===== config.mk =====
export PLATFORM = sky130hd
export DESIGN_NAME = fifo_drain
export DESIGN_NICKNAME = d
export VERILOG_FILES = /design/src/rtl/noc_pkg.sv /design/src/rtl/fifo_drain_skid_buf2.sv /design/src/rtl/fifo_drain.sv
export SDC_FILE = /design/constraint.sdc
export NUM_CORES = 1
export LEC_CHECK = 0
export ABC_AREA = 0
export CAP_MARGIN = 20
export CORE_ASPECT_RATIO = 2
export CORE_MARGIN = 2
export CORE_UTILIZATION = 50
export CTS_CLUSTER_DIAMETER = 60
export DETAILED_ROUTE_END_ITERATION = 8
export GPL_TIMING_DRIVEN = 0
export PLACE_DENSITY = 0.86
export SLEW_MARGIN = 10
export SYNTH_ARGS = -nofsm -noshare
export SYNTH_HDL_FRONTEND = slang
export SYNTH_HIERARCHICAL = 1
export SYNTH_SLANG_ARGS = --single-unit

===== constraint.sdc =====
create_clock -name clk -period 7.4 [get_ports clk]
set_clock_uncertainty 0.05 [all_clocks]
set_input_delay 0.74 -clock clk [delete_from_list [all_inputs] [get_ports clk]]
set_output_delay 0.74 -clock clk [all_outputs]
set_load 0.01 [all_outputs]

===== src/rtl/noc_pkg.sv =====
// Shared NoC types: flit width, flit type, stats counter width and
// a saturating increment helper for the stats counter.
package noc_pkg;

  localparam int FLIT_WIDTH  = 32;
  localparam int STATS_CNT_W = 32;

  typedef logic [FLIT_WIDTH-1:0] flit_t;

  // Increment that sticks at all-ones instead of wrapping to zero.
  function automatic logic [STATS_CNT_W-1:0] sat_inc(
    input logic [STATS_CNT_W-1:0] v
  );
    if (&v) begin
      return v;
    end
    return v + 1'b1;
  endfunction

endpackage


===== src/rtl/fifo_drain_skid_buf2.sv =====
// skid_buf2: 2-entry in-order buffer with wrapping head/tail pointers.
// Ports:
//   clk, rst     clock, synchronous active-high reset
//   i_wr         write i_wdata at tail this cycle
//   i_wdata      write data
//   i_deq        release the head entry this cycle
//   o_count      occupied entries, 0..2
//   o_head_data  head entry, straight from the storage flops
module skid_buf2
  import noc_pkg::*;
#(
  parameter int WIDTH = FLIT_WIDTH
) (
  input  logic             clk,
  input  logic             rst,
  input  logic             i_wr,
  input  logic [WIDTH-1:0] i_wdata,
  input  logic             i_deq,
  output logic [1:0]       o_count,
  output logic [WIDTH-1:0] o_head_data
);

  logic [WIDTH-1:0] mem_q [2];
  logic [WIDTH-1:0] mem_d [2];
  logic             head_q;
  logic             head_d;
  logic             tail_q;
  logic             tail_d;
  logic [1:0]       count_q;
  logic [1:0]       count_d;

  always_comb begin
    mem_d   = mem_q;
    head_d  = head_q;
    tail_d  = tail_q;
    count_d = count_q;
    if (i_wr) begin
      mem_d[tail_q] = i_wdata;
      tail_d        = ~tail_q;
    end
    if (i_deq) begin
      head_d = ~head_q;
    end
    // Simultaneous write and dequeue leave the occupancy unchanged.
    unique case ({i_wr, i_deq})
      2'b10:   count_d = count_q + 2'd1;
      2'b01:   count_d = count_q - 2'd1;
      default: count_d = count_q;
    endcase
  end

  // Storage is deliberately not reset; only the control state is.
  always_ff @(posedge clk) begin
    mem_q <= mem_d;
    if (rst) begin
      head_q  <= 1'b0;
      tail_q  <= 1'b0;
      count_q <= 2'd0;
    end else begin
      head_q  <= head_d;
      tail_q  <= tail_d;
      count_q <= count_d;
    end
  end

  assign o_count     = count_q;
  assign o_head_data = mem_q[head_q];

  a_count_range: assert property (
    @(posedge clk) count_q <= 2'd2
  );

  a_no_overflow: assert property (
    @(posedge clk) disable iff (rst)
    !(i_wr && !i_deq && (count_q == 2'd2))
  );

  a_no_underflow: assert property (
    @(posedge clk) disable iff (rst)
    !(i_deq && (count_q == 2'd0))
  );

endmodule


===== src/rtl/fifo_drain.sv =====
// fifo_drain: pops a FIFO and streams flits on valid/ready at 1/cycle.
// Ports:
//   clk, rst      clock, synchronous active-high reset
//   o_pop         pop request to the FIFO (comb from i_ready/i_empty)
//   i_empty       FIFO empty flag (registered in the FIFO)
//   i_rdata       FIFO read data, valid RLATENCY cycles after pop
//   o_valid       output flit valid (from flops)
//   i_ready       downstream accepts the flit
//   o_data        output flit (from flops)
//   o_flit_count  delivered flits, saturating; only with
//                 FIFO_DRAIN_STATS_EN defined
module fifo_drain
  import noc_pkg::*;
#(
  parameter int WIDTH    = FLIT_WIDTH,
  parameter int RLATENCY = 0
) (
  input  logic                   clk,
  input  logic                   rst,
  output logic                   o_pop,
  input  logic                   i_empty,
  input  logic [WIDTH-1:0]       i_rdata,
  output logic                   o_valid,
  input  logic                   i_ready,
  output logic [WIDTH-1:0]       o_data
`ifdef FIFO_DRAIN_STATS_EN
  ,
  output logic [STATS_CNT_W-1:0] o_flit_count
`endif
);

  if ((RLATENCY != 0) && (RLATENCY != 1)) begin : g_bad_lat
    $error("fifo_drain: RLATENCY must be 0 or 1");
  end

  logic [1:0] count;
  logic       inflight;
  logic       wr;
  logic       deq;
  logic [2:0] occ;

  assign o_valid = (count != 2'd0);
  assign deq     = o_valid && i_ready;

  // Occupancy the buffer will have after this cycle's dequeue,
  // counting data already requested from the FIFO. deq implies
  // count >= 1, so this never underflows.
  always_comb begin
    occ   = {1'b0, count} + {2'b00, inflight} - {2'b00, deq};
    o_pop = !rst && !i_empty && (occ < 3'd2);
  end

  if (RLATENCY == 1) begin : g_lat1
    logic inflight_q;
    logic inflight_d;

    always_comb begin
      inflight_d = o_pop;
    end

    always_ff @(posedge clk) begin
      if (rst) begin
        inflight_q <= 1'b0;
      end else begin
        inflight_q <= inflight_d;
      end
    end

    // Data for last cycle's pop is on i_rdata now.
    assign inflight = inflight_q;
    assign wr       = inflight_q;
  end else begin : g_lat0
    // First-word fall-through: data is valid in the pop cycle.
    assign inflight = 1'b0;
    assign wr       = o_pop;
  end

  skid_buf2 #(
    .WIDTH(WIDTH)
  ) u_buf (
    .clk        (clk),
    .rst        (rst),
    .i_wr       (wr),
    .i_wdata    (i_rdata),
    .i_deq      (deq),
    .o_count    (count),
    .o_head_data(o_data)
  );

`ifdef FIFO_DRAIN_STATS_EN
  logic [STATS_CNT_W-1:0] flit_count_q;
  logic [STATS_CNT_W-1:0] flit_count_d;

  always_comb begin
    flit_count_d = flit_count_q;
    if (deq) begin
      flit_count_d = sat_inc(flit_count_q);
    end
  end

  always_ff @(posedge clk) begin
    if (rst) begin
      flit_count_q <= '0;
    end else begin
      flit_count_q <= flit_count_d;
    end
  end

  assign o_flit_count = flit_count_q;
`endif

  a_no_pop_empty: assert property (
    @(posedge clk) !(o_pop && i_empty)
  );

  a_stall_stable: assert property (
    @(posedge clk) disable iff (rst)
    (o_valid && !i_ready) |=> (o_valid && $stable(o_data))
  );

  a_known: assert property (
    @(posedge clk) disable iff (rst)
    !$isunknown({o_valid, o_pop})
  );

endmodule

==> impl.org <==
** Power
- Power density of the placed cells :: 293 mW/mm^2
- The worst-case IR drop observed on VDD is approximately 220 uV.
- The analysis attributes to cell leakage a power of ~1.1 nW.
- Final Total Pwr :: 0.00100 W

** Synth
- When the netlist entered floorplanning its net count stood at around 160.
- The most used flip-flop cell after synthesis is edfxtp_1.
- The synthesized design contains 68 register bits.
- Netlist area before placement :: 0.00251 mm^2
- After synthesis, the mean cell area works out to around 20 um^2.
- The synthesized design contains 64 enable-type register cells.
- Of all cell types, the one taking the most synthesized area is edfxtp_1.
- For this run, the number of Yosys warnings is 6.
- Cells taking the most area after synthesis :: edfxtp_1, mux2_2, dfxtp_1
- Cell types with the highest counts after synthesis :: edfxtp_1, mux2_2, dfxtp_1, nor2_1, xnor2_1
- Most repeated cell in the gate-level netlist after synthesis :: edfxtp_1
- The share of the Yosys chip area taken by registers is 79.8%.
- Mapped Cells :: 122
- After synthesis, the largest area contributor takes up approximately 77% of total cell area.
- Number of different library cells in the post-synthesis netlist :: 18
- Share of async-settable or async-resettable flops after synthesis :: 0%

** Finish
- Counting the fill cells in the layout gives 347.
- Cells fill 70.4% of the core in the end.
- The repair_antennas step left the layout with diodes totalling 0.
- Signed area change from the synthesized netlist to the final layout :: 36.6%
- At the end of the flow, the number of nets in the layout was 239.
- Share of final-layout standard cells stronger than drive strength 1 :: 24.3%

** Clock tree
- No sink is reached through more buffers than the 2 on the longest clock path.
- Gates resized, CTS repair :: 0
- Total setup buffers inserted after CTS :: 0
- TritonCTS created 9 clock buffers.
- The H-tree was split into 3 levels.
- Clock input transition at the sequential cells of the worst setup and hold paths :: 60 ps
- Root Driver :: clkbuf_8
- TritonCTS built the clock tree.
- The clock drives 68 sinks.
- For this design, the CTS-stage hold fixing added 0 buffers.
- Skew-Pair Late Insertion Delay :: 320 ps

** STA
- Hold timing on the final database bottoms out at a slack of 508 ps.
- Setup repair after global routing missed its margin :: false
- For this run, the top clock speed supported by timing is 310 MHz.
- Headroom to the max-slew limit came out at 37.4%.
- Final clock period utilization by the worst path :: 43.6%
- Endpoints failing setup :: 0
- Fin crit period :: 3230 ps
- Final count of hold timing violations :: 0
- Slew Limit Fails :: 0
- Final-layout setup total negative slack :: 0 ps
- Worst-Margin Slew :: 937 ps

** Die
- Once the floorplan was initialized, standard cells occupied 51.5% of the core.
- The core region is 0.00486 mm^2.
- The die covers 0.00563 mm^2.
- Height of the die :: ~100 um
- Core Rows :: 36
- Die X :: 54.1 um
- During I/O placement, the number of pins put on the boundary was 70.

** Routing
- Total number of vias :: 1336
- Number of DRC markers after the initial detailed-route iteration :: 41
- Dividing the detail-routed wire length by the instance count gives 17.8 um.
- In this run the remaining antenna-violating nets after routing total 0.
- DRC violations left :: 0
- DRT Wirelength :: 4690 um
- First drt pass iteration count :: 6
- Using the TritonRoute via totals, the vias-per-cell ratio works out to about 5.1.

** Hold path
- Hold WC Path Type :: reg -> reg
- The startpoint identified for the worst hold timing path is u_buf/o_count[1]$_SDFFE_PP0P_.
- For hold timing, the worst endpoint is u_buf/o_count[1]$_SDFFE_PP0P_.
- Along the worst hold path, the cell count comes to 2.

** Global route
- Overflow left after global routing :: 0
- Wire length of the first global-routing pass :: a little over 7000 um
- Via count of the first global-routing pass :: roughly 1500
- Antenna violations before repair :: 0
- Entering global routing, the biggest net connects 33 pins.
- Across every metal layer, demand over resource in global routing totals 19.0%.

** Worst setup path
- Launch point of the worst path :: i_ready
- CP Max Fanout :: 4
- Cell occurring most often along the worst timing path :: clkdlybuf4s50_1
- Together, buffers and inverters on the worst path number 2.
- Max stage delay cell, worst path :: clkdlybuf4s50_1
- Depth of the worst register-to-register path :: 4
- In this run the critical register-to-register path is captured at u_buf/mem_q[58]$_DFFE_PP_.
- Data arrives at the worst endpoint at around 2400 ps.
- CP Capture Type :: output port
- In this run the register-to-register setup slack is 5010 ps.
- In this run the critical register-to-register path is launched from u_buf/o_count[0]$_SDFFE_PP0P_.
- The worst setup path is launched from an input port.
- The worst setup path is of the in -> out kind.
- Chain of cells forming the critical path :: clkdlybuf4s50_1, nand2b_1, a211oi_1, clkdlybuf4s50_1
- Largest stage delay on the critical path :: 640 ps
- CP Data Required Time :: 6610 ps
- The kind of cell with the highest combined delay along the critical path is buffers and inverters.

** Placement
- Port buffer count :: 69
- Final Wtd Congestion :: 0.663
- Detailed Place HPWL :: about 3300 um

** Status
- Result of the run :: finished, final reports clean

** Flow run
- Max-cap violations in this run came to 0.
## stage by stage
step | worst slack (ps) | instances | area [um^2]
floorplan | 4080 | 122 | 2510
CTS | 4150 | 263 | 3430
detailed placement | 4170 | 248 | 3280
global route | 4080 | 263 | 3430
finish | 4170 | 263 | 3430
global placement | 3220 | 248 | 3270
## metal layers
layer,global-route usage (%),share of wire [%],vias to the layer above
li1,-,-,627
met1,18.7,33,651
met2,32.7,58,51
met3,6.47,6.3,7
met4,10.4,1.9,0
met5,0,0,-
## registers in the layout, summed over array words and instances (netlist names)
signal / count
u_buf/mem_q: 64
u_buf/tail_q: 1
u_buf/head_q: 1
u_buf/o_count: 2
## where the power goes
part / internal [W] / switching, W / leakage, nW
clock: 0.000114 / 0.000119 / 0.0761
sequential: 0.000452 / 0.0000115 / 0.620
combinational: 0.000184 / 0.000122 / 0.453
## how the worst max path moves through the flow
| stage | to | slack (ps) | cells after the start |
|---|---|---|---|
| 2_1_floorplan | u_buf/mem_q[32]$_DFFE_PP_ | 4080 | 4 |
| 3_3_place_gp | u_buf/mem_q[38]$_DFFE_PP_ | 3220 | 5 |
| 3_5_place_dp | o_pop | 4170 | 4 |
| 4_1_cts | o_pop | 4150 | 4 |
| 5_1_grt | o_pop | 4080 | 4 |
| 6_report | o_pop | 4170 | 4 |
## logic make-up after synthesis
group	share of synthesized area, %
flip-flops	79.8
multiplexers	14.4
AND/OR/NAND/NOR	2.05
buffers and inverters	1.15
XOR/XNOR	1.40
AO/OA/AOI/OAI	0.698
adder cells (fa/ha/maj)	0.499
## cells in the final DEF (no fill, tap or decap)
cell,instances
a211oi_1,1
a21oi_1,1
and2_2,1
and2_4,1
buf_2,2
buf_4,2
clkbuf_1,1
clkbuf_8,9
clkdlybuf4s50_1,69
clkinv_1,4
clkinv_2,1
dfxtp_1,4
edfxtp_1,64
ha_1,1
inv_1,1
mux2_2,32
nand2b_1,1
nor2_1,3
nor2_4,1
o21ai_0,1
or2_4,1
or3_1,1
xnor2_1,3
xor2_1,1
## area by class of cell
type / instances / area (um^2) / share of cell area (%)
inverter: 1 / 3.75 / 0.110
clock inverter: 5 / 20.0 / 0.584
tap: 57 / 71.3 / 2.08
timing repair buffer: 69 / 691 / 20.2
sequential: 68 / 2000 / 58.4
multi-input combinational: 49 / 485 / 14.2
clock buffer: 10 / 128 / 3.73
buffer: 4 / 25.0 / 0.730
## worst reg2reg max path, delay by kind of cell, from the launching register on
kind | cells | cell delay, ps
AND/OR/NAND/NOR | 2 | 920
AO/OA/AOI/OAI | 1 | 490
buffers and inverters | 1 | 190
flip-flops | 1 | 350
Power figures use the tool's default switching activity.
